File: src/rtl/timer_pkg.sv
// timer_pkg: constants and types shared by the N-CLIC timer and the core's
// CSR decoder.
//   TIMER_CSR_ADDR : default address of the timer config register; the
//                    counter readback sits at the next address.
//   OFS_*          : bit offsets of the config register fields.
//   timer_state_t  : timer sequencing states.
package timer_pkg;

  localparam logic [11:0] TIMER_CSR_ADDR = 12'h400;

  localparam int OFS_EN      = 0;
  localparam int OFS_ONESHOT = 1;
  localparam int OFS_OVR     = 2;
  localparam int OFS_PRESC   = 4;
  localparam int OFS_CMP     = 16;

  typedef enum logic [1:0] {
    IDLE = 2'd0,
    RUN  = 2'd1,
    DONE = 2'd2
  } timer_state_t;

endpackage

File: src/rtl/timer_prescaler.sv
// timer_prescaler: PresWidth-bit clock divider for the N-CLIC timer.
//   clk, reset : core clock, asynchronous active-low reset
//   run        : count enable
//   clear      : synchronous clear; wins over counting and suppresses tick
//   limit      : terminal value; tick fires when the count equals it
//   tick       : one-cycle pulse every (limit+1) run cycles
module timer_prescaler #(
  parameter int PresWidth = 4
) (
  input  logic                 clk,
  input  logic                 reset,
  input  logic                 run,
  input  logic                 clear,
  input  logic [PresWidth-1:0] limit,
  output logic                 tick
);

  logic [PresWidth-1:0] cnt_q;

  assign tick = run & ~clear & (cnt_q == limit);

  always_ff @(posedge clk or negedge reset) begin
    if (!reset) begin
      cnt_q <= '0;
    end else if (clear || tick) begin
      cnt_q <= '0;
    end else if (run) begin
      cnt_q <= cnt_q + PresWidth'(1);
    end
  end

endmodule

File: src/rtl/n_clic_timer.sv
// n_clic_timer: periodic CSR-programmable timer that drives one N-CLIC
// interrupt line. Counts prescaled ticks up to a compare value, then raises
// irq_pend until the CLIC acknowledges it.
//   clk, reset            : core clock, asynchronous active-low reset
//   csr_enable/addr/we    : CSR access; config at CsrAddr, counter at CsrAddr+1
//   csr_wdata, csr_rdata  : write data, combinational read data
//   irq_pend, irq_ack     : pending request to the CLIC and its acknowledge
// Build option: define TIMER_ONESHOT_EN to implement the oneshot bit and the
// DONE state; otherwise the timer is always periodic.
//
// state | meaning
// IDLE  | disabled, prescaler and counter hold
// RUN   | counting prescaled ticks toward cmp
// DONE  | one-shot expired, counters held at 0 until the next config write
module n_clic_timer
  import timer_pkg::*;
#(
  parameter logic [11:0] CsrAddr   = TIMER_CSR_ADDR,
  parameter int          CntWidth  = 16,
  parameter int          PresWidth = 4
) (
  input  logic        clk,
  input  logic        reset,
  input  logic        csr_enable,
  input  logic [11:0] csr_addr,
  input  logic        csr_we,
  input  logic [31:0] csr_wdata,
  output logic [31:0] csr_rdata,
  output logic        irq_pend,
  input  logic        irq_ack
);

  localparam logic [11:0] CntAddr = CsrAddr + 12'd1;

  timer_state_t          state_q, state_d;
  logic [PresWidth-1:0]  presc_q;
  logic [CntWidth-1:0]   cmp_q;
  logic [CntWidth-1:0]   cnt_q;
  logic                  ovr_q;
  logic                  pend_q;
  logic                  oneshot_q;
  logic                  cfg_wr;
  logic                  run;
  logic                  tick;
  logic                  match;
  logic                  unused_wdata;

  assign cfg_wr = csr_enable & csr_we & (csr_addr == CsrAddr);
  assign run    = (state_q == RUN);
  assign match  = tick & (cnt_q == cmp_q);

  // Field widths depend on parameters, so not every write bit is consumed.
  assign unused_wdata = ^csr_wdata;

  // The prescaler clear also blanks tick, so a config write never coincides
  // with a match.
  timer_prescaler #(
    .PresWidth(PresWidth)
  ) u_prescaler (
    .clk   (clk),
    .reset (reset),
    .run   (run),
    .clear (cfg_wr),
    .limit (presc_q),
    .tick  (tick)
  );

  always_ff @(posedge clk or negedge reset) begin
    if (!reset) begin
      presc_q <= '0;
      cmp_q   <= '0;
    end else if (cfg_wr) begin
      presc_q <= csr_wdata[OFS_PRESC +: PresWidth];
      cmp_q   <= csr_wdata[OFS_CMP +: CntWidth];
    end
  end

`ifdef TIMER_ONESHOT_EN
  always_ff @(posedge clk or negedge reset) begin
    if (!reset) begin
      oneshot_q <= 1'b0;
    end else if (cfg_wr) begin
      oneshot_q <= csr_wdata[OFS_ONESHOT];
    end
  end
`else
  assign oneshot_q = 1'b0;
`endif

  always_ff @(posedge clk or negedge reset) begin
    if (!reset) begin
      cnt_q <= '0;
    end else if (cfg_wr || match) begin
      cnt_q <= '0;
    end else if (tick) begin
      cnt_q <= cnt_q + CntWidth'(1);
    end
  end

  // An event landing together with an ack keeps the request pending and is
  // not an overrun: the CLIC consumed the previous one in that same cycle.
  always_ff @(posedge clk or negedge reset) begin
    if (!reset) begin
      pend_q <= 1'b0;
      ovr_q  <= 1'b0;
    end else begin
      if (match) begin
        pend_q <= 1'b1;
      end else if (irq_ack) begin
        pend_q <= 1'b0;
      end
      if (cfg_wr) begin
        ovr_q <= 1'b0;
      end else if (match && pend_q && !irq_ack) begin
        ovr_q <= 1'b1;
      end
    end
  end

  assign irq_pend = pend_q;

  always_ff @(posedge clk or negedge reset) begin
    if (!reset) begin
      state_q <= IDLE;
    end else begin
      state_q <= state_d;
    end
  end

  always_comb begin
    state_d = state_q;
    case (state_q)
      IDLE: begin
        if (cfg_wr && csr_wdata[OFS_EN]) begin
          state_d = RUN;
        end
      end
      RUN: begin
        if (cfg_wr) begin
          state_d = csr_wdata[OFS_EN] ? RUN : IDLE;
        end else if (match && oneshot_q) begin
          state_d = DONE;
        end
      end
`ifdef TIMER_ONESHOT_EN
      DONE: begin
        if (cfg_wr) begin
          state_d = csr_wdata[OFS_EN] ? RUN : IDLE;
        end
      end
`endif
      default: state_d = IDLE;
    endcase
  end

  // en reads back as "currently running", so an expired one-shot reads 0.
  always_comb begin
    csr_rdata = '0;
    if (csr_addr == CsrAddr) begin
      csr_rdata[OFS_EN]                 = run;
      csr_rdata[OFS_ONESHOT]            = oneshot_q;
      csr_rdata[OFS_OVR]                = ovr_q;
      csr_rdata[OFS_PRESC +: PresWidth] = presc_q;
      csr_rdata[OFS_CMP +: CntWidth]    = cmp_q;
    end else if (csr_addr == CntAddr) begin
      csr_rdata[CntWidth-1:0] = cnt_q;
    end
  end

endmodule
File: config.mk
export PLATFORM = sky130hd
export DESIGN_NAME = n_clic_timer
export DESIGN_NICKNAME = d
export VERILOG_FILES = /design/src/rtl/timer_pkg.sv /design/src/rtl/timer_prescaler.sv /design/src/rtl/n_clic_timer.sv
export SDC_FILE = /design/constraint.sdc
export NUM_CORES = 1
export LEC_CHECK = 0
export ABC_AREA = 1
export CORE_MARGIN = 2
export CORE_UTILIZATION = 47
export CTS_CLUSTER_SIZE = 40
export DETAILED_ROUTE_END_ITERATION = 7
export HOLD_SLACK_MARGIN = 0.12
export PLACE_DENSITY_LB_ADDON = 0.3
export SYNTH_ARGS = -nofsm -noshare
export SYNTH_HDL_FRONTEND = slang
export SYNTH_SLANG_ARGS = --single-unit
export TNS_END_PERCENT = 50
File: constraint.sdc
create_clock -name clk -period 1.9 [get_ports clk]
set_input_delay 0.38 -clock clk [delete_from_list [all_inputs] [get_ports clk]]
set_output_delay 0.38 -clock clk [all_outputs]
set_load 0.005 [all_outputs]
==> flow_metrics.tcl <==
set metrics [dict create \
    status "finished with violations" \
    violations "negative setup slack" \
    numClockSinks 43 \
    p_int_uw 1550 \
    slew_headroom_pct 71.2 \
    clk_root_buffer_cell "clkbuf_8" \
    rr_startpoint "cnt_q[9]" \
    vias 2766 \
    fmax_mhz 513 \
    cts_tree "yes" \
    coreArea_mm2 0.00554 \
    dp_hpwl_um 5320 \
    post_drt_via_cell_ratio 5.03 \
    seq_area_frac_synth_pct 39.8 \
    cp_max_fo 8 \
    fill_cells 472 \
    crit_type "in2out" \
    die_h_um 79.8 \
    clockBufferDepth 2 \
    finalPower_uw 2290 \
    regArea_mm2 0.00108 \
    dr.pass1.iters 4 \
    ys_warn_count 0 \
    ioPinCount 82 \
    post-route-util_pct 67.9 \
    grt_max_degree 33 \
    worst-slew-pin-transition_ps 432 \
    p_leak_uw 0.00197 \
    rows 27 \
    syn_area_mm2 0.00270 \
    diodes 0 \
    crit_start "csr_addr[8]" \
    p_per_area_mw_per_mm2 608 \
    dieArea_mm2 0.00637 \
    worstPathArrival_ps 1570 \
    synth_largest_area_cell "dfrtp_1" \
    drc 0 \
    power_frac_seq_pct 49.6 \
    initial_core_util_pct 48.8 \
    wl_per_cell_um 13.5 \
    p_switching_uw 737 \
    multi_input_area_mm2 0.00146 \
    die_w_um 79.8 \
    setup_viol 5 \
    grt_antenna_before_repair 0 \
    clk_latency_ps 290 \
    fin_crit_sh_pct 103 \
    combPwrFrac_pct 25.0 \
    startpoint_type "input pin" \
    cts_buffers 5 \
    synth_top_area_share_pct 39.8 \
    fin_worst_skew_ps 4.65 \
    numPortBuffers 70 \
    min_path_type "in2async" \
    pre_cts_ws_ps -729 \
    track_usage_pct 24.9 \
    grt_overflow_total 0 \
    p_sw_share_pct 32.2 \
    required_ps 1520 \
    grt_pass1_vias 2672 \
    postRouteAntennaNets 0 \
    hold_viol 0 \
    synth_fp_nets 438 \
    drive_above_1_share_pct 23.2 \
    area_growth_pct 39.3 \
    period_needed_ps 1950 \
    finalWorstSetupSlack_ps -49.0 \
    irDropWorstVdd_v 0.000345 \
    rsz0062_at_grt "true" \
    path_clk_slew_ps 80 \
    cp-end-kind "output pin" \
    yosysUniqueCellTypes 27 \
    drt_wl_total_um 7400 \
    place_congestion 0.914 \
    finalMaxSlewViolations 0 \
    synth-seq-cells 43 \
    ys_top_cells_by_area "dfrtp_1, nand2_1, nor2_1, inv_1, xor2_1" \
    final_nets 529 \
    syn_avg_cell_area_um2 6.98 \
    drtIter0Drc 240 \
    grt_pass1_wl_um 12300 \
    h-tree-depth 2 \
    syn-instance-count 387 \
    clkPwrFrac_pct 25.4 \
    cap_viol_max_count 0 \
]
path summary, 6_finish.rpt:
path,endpoint,cells after the start,slack [ps]
min in group clk,ovr_q,2,560
worst min-delay path,irq_pend,2,560
worst max register to register,cnt_q[13],10,140
worst min register to register,ovr_q,2,560
worst max-delay path,csr_rdata[21],9,-50
max in group asynchronous,cnt_q[1],3,800
stage by stage:
stage	area, um2	setup TNS (ps)	hold slack (ps)	std cells
finish	3760	-104	560	550
detailed placement	3550	-37280	347	530
global route	3760	-472	577	550
CTS	3750	-24.2	555	549
global placement	3550	-34380	342	530
floorplan	2700	0	84.4	387
power by group through the flow:
stage / Clock, uW / Sequential (uW) / Combinational [uW]
3_3_place_gp: 0 / 1140 / 504
3_5_place_dp: 0 / 1150 / 527
4_1_cts: 594 / 1130 / 537
6_report: 582 / 1140 / 571
2_1_floorplan: 0 / 1100 / 367
5_1_grt: 631 / 1150 / 643
per-layer routing:
metal / global-route usage, % / routed length (um) / up-vias
li1: - / - / 1372
met1: 31.2 / 3100 / 1297
met2: 44.2 / 3790 / 87
met3: 4.07 / 430 / 10
met4: 6.78 / 86 / 0
met5: 0 / 0 / -
cell families (layout without fill, tap and decap cells):
| logic type | count (synthesis) | count (layout) | share of synthesized area (%) |
|---|---|---|---|
| and+or+nand+nor | 213 | 213 | 33.7 |
| buffers and inverters | 70 | 161 | 10.8 |
| DFF | 43 | 43 | 39.8 |
| AOI/OAI and AO/OA | 34 | 34 | 6.62 |
| xor gates and xnor gates | 25 | 25 | 8.11 |
| adders and majority gates | 2 | 2 | 0.926 |
worst max-delay path: stages:
cell     delay [ps]
buf_6            90
or2_4           250
nor3_4          160
buf_6           150
nand2_8          70
buf_16          140
buf_6           120
nor2_2           90
buf_2           120
flip-flops by register name, indices dropped and copies added (netlist names):
name and flops:
cmp_q 16, cnt_q 16, presc_q 4, u_prescaler.cnt_q 4, irq_pend 1, ovr_q 1
state_q 1
area by class of cell:
class                      count  area share [%]
multi-input combinational    274            38.7
clock inverter                 1           0.133
tap                           72            2.39
timing repair buffer         100            22.6
inverter                      54            5.39
sequential                    43            28.6
clock buffer                   6            2.19
cells in the mapped netlist:
master	count
nand2_1	115
nor2_1	59
inv_1	52
dfrtp_1	43
o21ai_0	26
xor2_1	18
nand3_1	17
nand4_1	14
xnor2_1	7
buf_2	5
o22ai_1	5
clkbuf_2	4
buf_1	3
a21oi_1	2
buf_6	2
ha_1	2
inv_2	2
nor2_4	2
buf_4	1
clkbuf_1	1
nand2_2	1
nand3b_1	1
nor2_8	1
nor3_1	1
nor3_4	1
o21a_1	1
or2_1	1
placed cells by master (no fill, tap or decap), drive strengths merged:
cell type,synthesis,routed
o21ai,26,26
dlygate4sd3,0,1
inv,54,54
o22ai,5,5
clkinv,0,1
nand2,116,116
or2,1,1
buf,11,61
xnor2,7,7
nand3,17,17
nor3,2,2
clkbuf,5,14
xor2,18,18
clkdlybuf4s50,0,25
dlygate4sd2,0,4
ha,2,2
dfrtp,43,43
o21a,1,1
nor2,62,62
nand3b,1,1
clkdlybuf4s15,0,1
nand4,14,14
a21oi,2,2
what timing repair did:
item,CTS,global route
setup endpoints to repair,71,30
hold buffers,1,0
endpoints found under the hold margin,16,0
buffers inserted,9,1
pin swaps,15,4
resized for setup,173,22
cloned,2,0
No activity file was read; power rests on OpenSTA's default activity.
==> edit, RTL diff (same flow settings) <==
`OFS_PRESC`: 4 -> 3.
--- a/src/rtl/timer_pkg.sv
+++ b/src/rtl/timer_pkg.sv
@@ -13,3 +13,3 @@
   localparam int OFS_OVR     = 2;
-  localparam int OFS_PRESC   = 4;
+  localparam int OFS_PRESC   = 3;
   localparam int OFS_CMP     = 16;
Check against the original RTL: not equivalent (Yosys sat finds a counterexample within 4 cycles, from zero or initial values and one cycle with reset low).
==> edit against the original RTL <==
Wire length grew 17%; hold slack lost 0.0057 ns; highest routed layer unchanged; non-clock buffer count grew 14; critical endpoint is now csr_rdata[3]; setup slack lost 0.083 ns; cell area grew 11%; sequential cell count is the same; synthesized area grew 2.9%; the run still ends with setup timing left.
Power is not compared: it rests on default switching activity, and its combinational part moved more than twofold at a synthesized area within 25%.
==> edit: results (changes against the original RTL) <==
status:
  status: "finished, violations left"
  violations: "setup timing"
place:
  place_congestion: 0.919  # +0.57%
  io_buffers: 70  # unchanged
  place_hpwl_um: 5370  # +0.89%
drt:
  drt_first_pass_iters: 5  # +1
  dr_total_vias: 2940  # +6.3%
  wl_per_cell_um: 15.3  # +13%
  drt_iter0_drc: 277  # +15%
clock_tree:
  htreeDepth: 2  # unchanged
  cts-buffers-inserted: 5  # unchanged
  cts_max_path_buffers: 2  # unchanged
  cts_root_buffer: "clkbuf_8"
  clk_pin_slew_worst_paths_ns: 0.09
  insertion_delay_ns: 0.32  # +0.03 ns
setup_path:
  slowest_stage: "or2_4"
  cp_max_fo: 3  # -5
  crit_arrival_ns: 1.65  # +0.08 ns
  critPathTopFamily: "buffers and inverters"
  slowest_delay_ns: 0.25  # about the same
timing:
  clock_skew_ns: 0.0116  # +0.00695 ns
  setup_violations: 26  # +21
  finalWorstSetupSlack_ns: -0.132  # -0.0830 ns
  max_slew_margin_pct: 62.4  # -8.8 points
grt:
  grt_pass1_wl_um: 13600  # +10%
  antenna_found_initial: 0  # unchanged
  grt_max_degree: 27  # -18%
  grtUsageTotal_pct: 27.5  # +2.7 points
synth:
  synth_flop_cell: "dfrtp_1"
  async_reset_ff_share_pct: 100  # unchanged
  netlist_top_cells_count: "nand2_1 (110), nor2_1 (53), inv_1 (51)"
  syn-num-nets: 437  # -0.23%
  ys.warnings.count: 0  # unchanged
  ys_seq_area_share_pct: 38.7  # -1.1 points
  synth_cell_types: 28  # +3.7%
  yosys-top-cells-area: "dfrtp_1 (39%), nand2_1 (15%), nor2_1 (7.2%)"
power_and_ir_drop:
  ir_worst_vdd_mv: 0.369
  leakagePower_nw: 2.10
floorplanning:
  die_w_um: 80.9  # +1.4%
final_layout:
  num-nets-final: 543  # +2.6%
  drive_gt1_share_pct: 35.5  # +12 points
  top_regs: "cmp_q (16), cnt_q (16)"
  diodes: 0  # unchanged
  num-fill-cells: 450  # -4.7%
min_path:
  min_path_type: "reg2reg"
[edit: final timing paths]
check / cells past startpoint / endpoint / slack [ns] / from
worst max-delay path: 9 / csr_rdata[3] / -0.13 / csr_addr[8]
worst min-delay path: 2 / presc_q[3] / 0.55 / presc_q[3]
worst max register to register: 7 / cnt_q[14] / 0.17 / cnt_q[0]
worst min register to register: 2 / presc_q[3] / 0.55 / presc_q[3]
max in group asynchronous: 3 / cmp_q[15] / 0.75 / reset
min in group asynchronous: 2 / cnt_q[1] / 0.58 / reset
[edit: what timing repair did]
| item | in CTS | in global routing |
|---|---|---|
| gates resized for setup | 208 | 56 |
| endpoints found under the hold margin | 22 | 0 |
| hold buffers | 1 | 0 |
| pin swaps | 23 | 9 |
| gates cloned | 3 | 2 |
| buffers inserted | 20 | 1 |
| endpoints found under the setup margin | 65 | 59 |
[edit: final cells by class]
class / count / area, um2 / area share [%]
tap: 75 / 93.8 / 2.25
clock buffer: 7 / 96.3 / 2.32
clock inverter: 1 / 7.51 / 0.180
multi-input combinational: 276 / 1660 / 39.8
timing repair buffer: 114 / 1030 / 24.8
sequential: 43 / 1080 / 25.9
inverter: 52 / 198 / 4.75
[edit: report_power, final]
group	internal (mW)	switching, mW
clock	0.331	0.359
combinational	0.0833	0.0591
sequential	0.917	0.00378
total	1.33	0.422
[edit: stage by stage]
stage | utilization [%] | instance area [um2] | setup WS, ns | TNS (ns) | instances
finish | 71.6 | 4160 | -0.132 | -1.50 | 568
global route | 71.6 | 4160 | -0.180 | -2.89 | 568
CTS | 68.2 | 3960 | -0.124 | -2.39 | 568
detailed placement | 62.5 | 3630 | -0.743 | -35.73 | 536
global placement | 62.5 | 3630 | -0.680 | -32.88 | 536
floorplan | - | 2780 | 0.148 | 0 | 386
[edit: kinds of logic after synthesis]
logic type	synth area share, %
and+or+nand+nor	33.5
buffers and inverters	11.2
DFF	38.7
AOI/OAI and AO/OA	7.43
xor gates and xnor gates	8.19
adders and majority gates	0.900
[edit: per-layer routing]
| layer | share of wire [%] | track usage [%] | vias up |
|---|---|---|---|
| met1 | 41 | 33.6 | 1369 |
| li1 | - | - | 1402 |
| met3 | 6.7 | 6.11 | 31 |
| met4 | 3.7 | 11.2 | 0 |
| met5 | 0 | 0 | - |
| met2 | 49 | 47.0 | 138 |
[edit: worst min-delay path: stages, from the launching register on]
cell and delay (ns):
dfrtp_1 0.39, nand2_1 0.07, nand2_1 0.06
